$ cat config.mk
export PLATFORM = sky130hd
export DESIGN_NAME = mem_access
export DESIGN_NICKNAME = d
export VERILOG_FILES = /design/src/rtl/mem_access.sv
export SDC_FILE = /design/constraint.sdc
export NUM_CORES = 1
export LEC_CHECK = 0
export ABC_AREA = 1
export BUFFER_PORTS_ARGS = -buffer_cell sky130_fd_sc_hd__buf_2
export CAP_MARGIN = 20
export CORE_ASPECT_RATIO = 0.8
export CORE_UTILIZATION = 45
export DETAILED_ROUTE_END_ITERATION = 7
export PLACE_DENSITY = 0.76
export SLEW_MARGIN = 20
export SYNTH_ARGS = -nofsm -noshare
export SYNTH_HDL_FRONTEND = slang
export SYNTH_SLANG_ARGS = --single-unit
$ cat constraint.sdc
create_clock -name clk -period 5.1 [get_ports clk]
set_clock_uncertainty 0.05 [all_clocks]
set_input_delay 0.765 -clock clk [delete_from_list [all_inputs] [get_ports clk]]
set_output_delay 0.765 -clock clk [all_outputs]
set_load 0.05 [all_outputs]
$ cat src/rtl/mem_access.sv
// Data-memory access stage: converts EX/MEM load/store controls into a req/ack RAM transaction.
// Optional macro MEM_ALIGN_CHECK_EN enables misaligned half/word detection.
module mem_access (
    input  logic        clk,
    input  logic        rst,
    input  logic        EX_MEM_MemRead,
    input  logic        EX_MEM_MemWrite,
    input  logic [1:0]  EX_MEM_size,
    input  logic        EX_MEM_unsigned,
    input  logic        EX_MEM_RegWrite,
    input  logic [31:0] EX_MEM_aluout,
    input  logic [31:0] EX_MEM_wdata,
    output logic        mem_req,
    output logic        mem_we,
    output logic [31:0] mem_addr,
    output logic [3:0]  mem_be,
    output logic [31:0] mem_wdata,
    input  logic        mem_ack,
    input  logic [31:0] mem_rdata,
    output logic        stall,
    output logic        RegWrite_o,
    output logic [31:0] dout,
    output logic        misalign
);
    typedef enum logic [1:0] {IDLE, REQ, DONE} state_t;

    state_t      state_reg, state_next;
    logic        mem_op, misaligned, start, stall_next, misalign_next;
    logic [3:0]  be_next;
    logic [31:0] wdata_next;
    logic        mem_req_reg, mem_we_reg, unsigned_reg;
    logic [1:0]  lane_reg, size_reg;
    logic [3:0]  mem_be_reg;
    logic [31:0] mem_addr_reg, mem_wdata_reg, dout_reg;
    logic [7:0]  rdata_byte [4];
    logic [15:0] rdata_half;
    logic [31:0] load_ext;

    assign mem_op = EX_MEM_MemRead | EX_MEM_MemWrite;

`ifdef MEM_ALIGN_CHECK_EN
    assign misaligned = ((EX_MEM_size == 2'b01) && EX_MEM_aluout[0]) ||
                        (EX_MEM_size[1] && (EX_MEM_aluout[1:0] != 2'b00));
`else
    assign misaligned = 1'b0;
`endif

    always_comb begin
        be_next    = 4'b1111;
        wdata_next = EX_MEM_wdata;
        case (EX_MEM_size)
            2'b00: begin
                be_next    = 4'b0001 << EX_MEM_aluout[1:0];
                wdata_next = {4{EX_MEM_wdata[7:0]}};
            end
            2'b01: begin
                be_next    = EX_MEM_aluout[1] ? 4'b1100 : 4'b0011;
                wdata_next = {2{EX_MEM_wdata[15:0]}};
            end
            default: ;
        endcase
    end

    // Lane selection uses the address bits captured at request time.
    generate
        for (genvar gi = 0; gi < 4; gi++) begin : g_lane
            assign rdata_byte[gi] = mem_rdata[8*gi +: 8];
        end
    endgenerate

    assign rdata_half = lane_reg[1] ? mem_rdata[31:16] : mem_rdata[15:0];

    always_comb begin
        load_ext = mem_rdata;
        case (size_reg)
            2'b00:   load_ext = {{24{~unsigned_reg & rdata_byte[lane_reg][7]}}, rdata_byte[lane_reg]};
            2'b01:   load_ext = {{16{~unsigned_reg & rdata_half[15]}}, rdata_half};
            default: ;
        endcase
    end

    always_comb begin
        state_next    = state_reg;
        stall_next    = 1'b0;
        misalign_next = 1'b0;
        start         = 1'b0;
        case (state_reg)
            IDLE: begin
                if (mem_op) begin
                    if (misaligned) begin
                        misalign_next = 1'b1;
                    end else begin
                        start      = 1'b1;
                        stall_next = 1'b1;
                        state_next = REQ;
                    end
                end
            end
            REQ: begin
                stall_next = 1'b1;
                if (mem_ack) state_next = DONE;
            end
            DONE:    state_next = IDLE;
            default: state_next = IDLE;
        endcase
    end

    always_ff @(posedge clk or posedge rst) begin
        if (rst) begin
            state_reg     <= IDLE;
            mem_req_reg   <= 1'b0;
            mem_we_reg    <= 1'b0;
            mem_addr_reg  <= 32'd0;
            mem_be_reg    <= 4'd0;
            mem_wdata_reg <= 32'd0;
            dout_reg      <= 32'd0;
            lane_reg      <= 2'd0;
            size_reg      <= 2'd0;
            unsigned_reg  <= 1'b0;
        end else begin
            state_reg   <= state_next;
            mem_req_reg <= (state_next == REQ);
            if (start) begin
                mem_we_reg    <= EX_MEM_MemWrite;
                mem_addr_reg  <= {EX_MEM_aluout[31:2], 2'b00};
                mem_be_reg    <= be_next;
                mem_wdata_reg <= wdata_next;
                lane_reg      <= EX_MEM_aluout[1:0];
                size_reg      <= EX_MEM_size;
                unsigned_reg  <= EX_MEM_unsigned;
            end
            // A combined read+write request is a write, so dout is left alone.
            if ((state_reg == REQ) && mem_ack && !mem_we_reg)
                dout_reg <= load_ext;
        end
    end

    assign mem_req    = mem_req_reg;
    assign mem_we     = mem_we_reg;
    assign mem_addr   = mem_addr_reg;
    assign mem_be     = mem_be_reg;
    assign mem_wdata  = mem_wdata_reg;
    assign dout       = dout_reg;
    assign stall      = stall_next;
    assign misalign   = misalign_next;
    assign RegWrite_o = EX_MEM_RegWrite & ~stall_next & ~misalign_next;
endmodule

Word level (Yosys, flattened, before mapping)

Cells that the tools add are included.

Bits in registers: 107
Bits in latches: 0
Memory bits (writable): 0
Memory bits (read-only): 0
Bits of input ports: 105
Output and inout port bits: 105
Word-level logic and storage cells: 43
Memories: 0

$add $sub $neg: 0
Multipliers: 0
Divide/modulo/power cells: 0
$lt $le $gt $ge: 1
Equal/unequal tests: 4
Shift operators: 1
Mux-type cells: 14
Bitwise gates (word level): 7
Reduce and logical (&&, ||, !) cells: 6

Operators with widths:

| cell                                                               | count |
|---|---|
| 32-bit case mux with 2 select lines                                | 2 |
| 8-bit binary-select mux with 2-bit select                          | 1 |
| 16-bit 2-to-1 mux                                                  | 1 |
| 8-bit 2-to-1 mux                                                   | 2 |
| 2-bit by 1-bit == test with 1-bit output (second input constant)   | 4 |
| 4-bit case mux with 2 select lines                                 | 1 |
| 2-bit logical NOT                                                  | 3 |
| 2-bit 2-to-1 mux                                                   | 2 |
| 4-bit 2-to-1 mux                                                   | 1 |
| 2-bit case mux with 2 select lines                                 | 1 |
| 1-bit by 2-bit left shift with 4-bit output (first input constant) | 1 |
| 1-bit AND                                                          | 3 |
| 3-bit greater-or-equal comparator (second input constant)          | 1 |
| 2-bit NOT with 3-bit output                                        | 1 |
| 1-bit logical AND                                                  | 2 |
| 1-bit 2-to-1 mux                                                   | 2 |
| 1-bit NOT                                                          | 2 |
| 1-bit case mux with 2 select lines                                 | 1 |
| 1-bit logical NOT                                                  | 1 |
| 1-bit bitwise OR                                                   | 1 |

Logic depth before layout (Yosys ltp)

Word-level depth: 6
Gate-level depth with buffers: 10
Mapped depth without buffers: 9

Least setup slack after synthesis

No wires, ideal clock.

Path kind: input to output
Start point: in EX_MEM_MemWrite
End point: out RegWrite_o
Data arrival time: 2265 ps
Required time: 4285 ps
Slack: 2020 ps
Cell stages on the path: 6
Path buffers: 1
Cell sequence: nor2_1 -> nor2_1 -> nand2_1 -> buf_2 -> nand2_1 -> nor2_1

Cells in the longest elaborated chain, start to end: 5

Ends and longest elaborated chain:

| item                               | line | source |
|---|---|---|
| from (decl)                        | 7    | `input logic EX_MEM_MemWrite,` |
| 1-bit bitwise OR                   | 39   | `assign mem_op = EX_MEM_MemRead \| EX_MEM_MemWrite;` |
| 1-bit 2-to-1 mux                   | 89   | `if (mem_op) begin` |
| 1-bit case mux with 2 select lines | 87   | `case (state_reg)` |
| via stall                          | 20   | `output logic stall,` |
| 1-bit NOT                          | 146  | `assign RegWrite_o = EX_MEM_RegWrite & ~stall_next & ~misalign_next;` |
| 1-bit AND                          | 146  |  |
| to (decl)                          | 21   | `output logic RegWrite_o,` |

The timed path passes the listed nets, and every way through them passes these cells.

Worst setup path in the final report

Start point: in EX_MEM_MemWrite
End point: out RegWrite_o

Cells in the longest elaborated chain, start to end: 5

Ends and longest elaborated chain:

| item                               | line |
|---|---|
| 1-bit bitwise OR                   | 39 |
| 1-bit 2-to-1 mux                   | 89 |
| 1-bit case mux with 2 select lines | 87 |
| 1-bit NOT                          | 146 |
| 1-bit AND                          | 146 |

No other way between the ends.

==> results.toml <==
[die]
boundaryPins = 210
rows = 33
start_util_pct = 47.1
core-area_mm2 = 0.0104
fp.dieW_um = 119
dieArea_mm2 = 0.0114
die_y_um = 95.5

[clocking]
postCtsSetupRepairBufs = 0
post_cts_resized = 0
ctsLongestPathBuffers = 2
cts.sinks = 107
cts_hold_buf = 0
cts.htree.levels = 3
cts_root_buffer = "clkbuf_16"
numCtsBuffers = 9
clock_latency_ns = 0.34
cts_tree = "built"
clkSlewWorstSetupHoldPaths_ns = 0.07

[place]
dp_hpwl_um = 9920
placed_cell_area_mm2 = 0.00598
dpl.cell_count = 926
port_buffers = 206
post-place-ws_ns = 2.50
place_congestion = 0.890

[routing]
vias = 4861
post-route-drc-count = 0
drt_first_pass_iters = 5
routed_wl_um = 14000
viasPerCell = 5.15
initialDrtViolationCount = 351
ant_nets = 0
drt-wirelength-per-cell_um = 14.8

[min_path]
hold_path.class = "reg2reg"

[sta]
fin_crit_sh_pct = 47.0
maxSlewHeadroom_pct = 43.2
setup-violations-final = 0
fin_crit_ns = 2.40
tightest_slew_ns = 0.852
final_max_slew_viol_count = 0
hold_viol_final = 0
rsz0062_at_grt = "false"
max_freq_ghz = 0.417
finalSetupTns_ns = 0
setup_ws_ns = 2.70

[cells_and_area]
layout-drive-gt1-share_pct = 30.0
most-common-layout-cells = "nand2_1, buf_2, dfrtp_1"
area_growth_pct = 28.3
layout.cells.non_filler = 943
nets = 902
final_area_mm2 = 0.00631
layout_commonest_cell = "nand2_1"

[status]
status = "finished, final reports clean"

[worst_setup_path]
worstSetupPathType = "in2out"
required_ns = 4.28
critPathLaunchType = "input pin"
r2r_slack_ns = 2.94
arrival_ns = 1.58
cp_max_fo = 2
cp-end-kind = "output pin"

[global_route]
grt_antenna_before_repair = 2
grt-ovfl-total = 0
top_usage_layer = "met2"
grt_pass1_wl_um = 22600
met3_usage_pct = 7.30
use_met1_pct = 32.3
grt_max_degree = 83
grt_usage_pct = 25.6
met2_usage_pct = 42.3
grt_pass1_vias = 4625

[synth]
synthFlopType = "dfrtp_1"
synth_area_per_cell_um2 = 8.06
synth_async_sr_flop_share_pct = 100
synth_edf_count = 0
yosysUniqueCellTypes = 28
ys_ff_latch = 107
yosys_warnings = 0
seq_area_frac_synth_pct = 54.4
synthCells = 610
syn_area_mm2 = 0.00492

[power]
max-vdd-ir-drop_mv = 0.532
p_leak_nw = 3.42
total_power_w = 0.00531
p_per_area_mw_per_mm2 = 842

[flow_run]
maxCapViolCount = 0
[synth_stat cells, types with 4 or more instances]
master / count / area share (%)
dfrtp_1: 107 / 54
o22ai_1: 8 / 1.0
nand2_1: 253 / 19
nor3_1: 11 / 1.1
nor2_1: 45 / 3.4
buf_4: 4 / 0.61
nand3_1: 4 / 0.41
clkbuf_1: 9 / 0.69
a31oi_1: 7 / 0.89
buf_2: 21 / 2.1
o21ai_0: 30 / 3.1
inv_1: 26 / 2.0
nand4_1: 14 / 1.8
a21oi_1: 44 / 4.5
o21a_1: 7 / 1.1
[worst max-delay path, stage by stage]
cell and delay [ns]:
buf_2 0.10, nor2_1 0.18, nor2_1 0.08, nand2_2 0.06, nand2_1 0.06, nor2_1 0.07, buf_2 0.26
[area by class of cell]
class,count,area [um2]
tap,140,175
sequential,107,2680
fill,959,4140
inverter,30,123
clock inverter,3,68.8
clock buffer,13,260
antenna,1,2.50
timing repair buffer,211,1070
multi-input combinational,438,1930
[per-layer routing]
| metal | part of all wire (%) | wire length [um] |
|---|---|---|
| met1 | 42 | 5850 |
| met2 | 47 | 6590 |
| met3 | 8.8 | 1220 |
| met4 | 2.1 | 291 |
| met5 | 0 | 0 |
[metrics by stage]
step                util (%)  hold WS, ns
CTS                     60.4        0.429
detailed placement      57.2        0.410
global placement        57.2        0.406
floorplan                  -        0.445
finish                  60.4        0.425
global route            60.4        0.448
[where the power goes]
part	internal, W	total [W]	switching, W
Sequential	0.00127	0.00153	0.000264
Combinational	0.000672	0.00302	0.00234
Clock	0.000460	0.000766	0.000306
[worst paths after layout]
| check | from | end | cells after the start |
|---|---|---|---|
| min in group asynchronous | rst | dout[18]$_DFFE_PP0P_ | 2 |
| max in group asynchronous | rst | mem_addr[11]$_DFFE_PP0P_ | 3 |
| min | mem_addr[26]$_DFFE_PP0P_ | mem_addr[26]$_DFFE_PP0P_ | 2 |
| max reg2reg | state_reg[0]$_DFF_PP0_ | mem_wdata[23]$_DFFE_PP0P_ | 5 |
| max | EX_MEM_MemWrite | RegWrite_o | 7 |
| min reg2reg | mem_addr[26]$_DFFE_PP0P_ | mem_addr[26]$_DFFE_PP0P_ | 2 |
[cell families (layout without fill, tap and decap cells)]
| logic type | Yosys count | count (layout) | synth area share, % |
|---|---|---|---|
| compound gates | 99 | 99 | 10.9 |
| flops | 107 | 107 | 54.4 |
| other cells | 1 | 4 | 0.0762 |
| simple gates | 336 | 336 | 28.0 |
| buf+inv | 67 | 257 | 6.56 |
No activity file was read; power rests on OpenSTA's default activity.
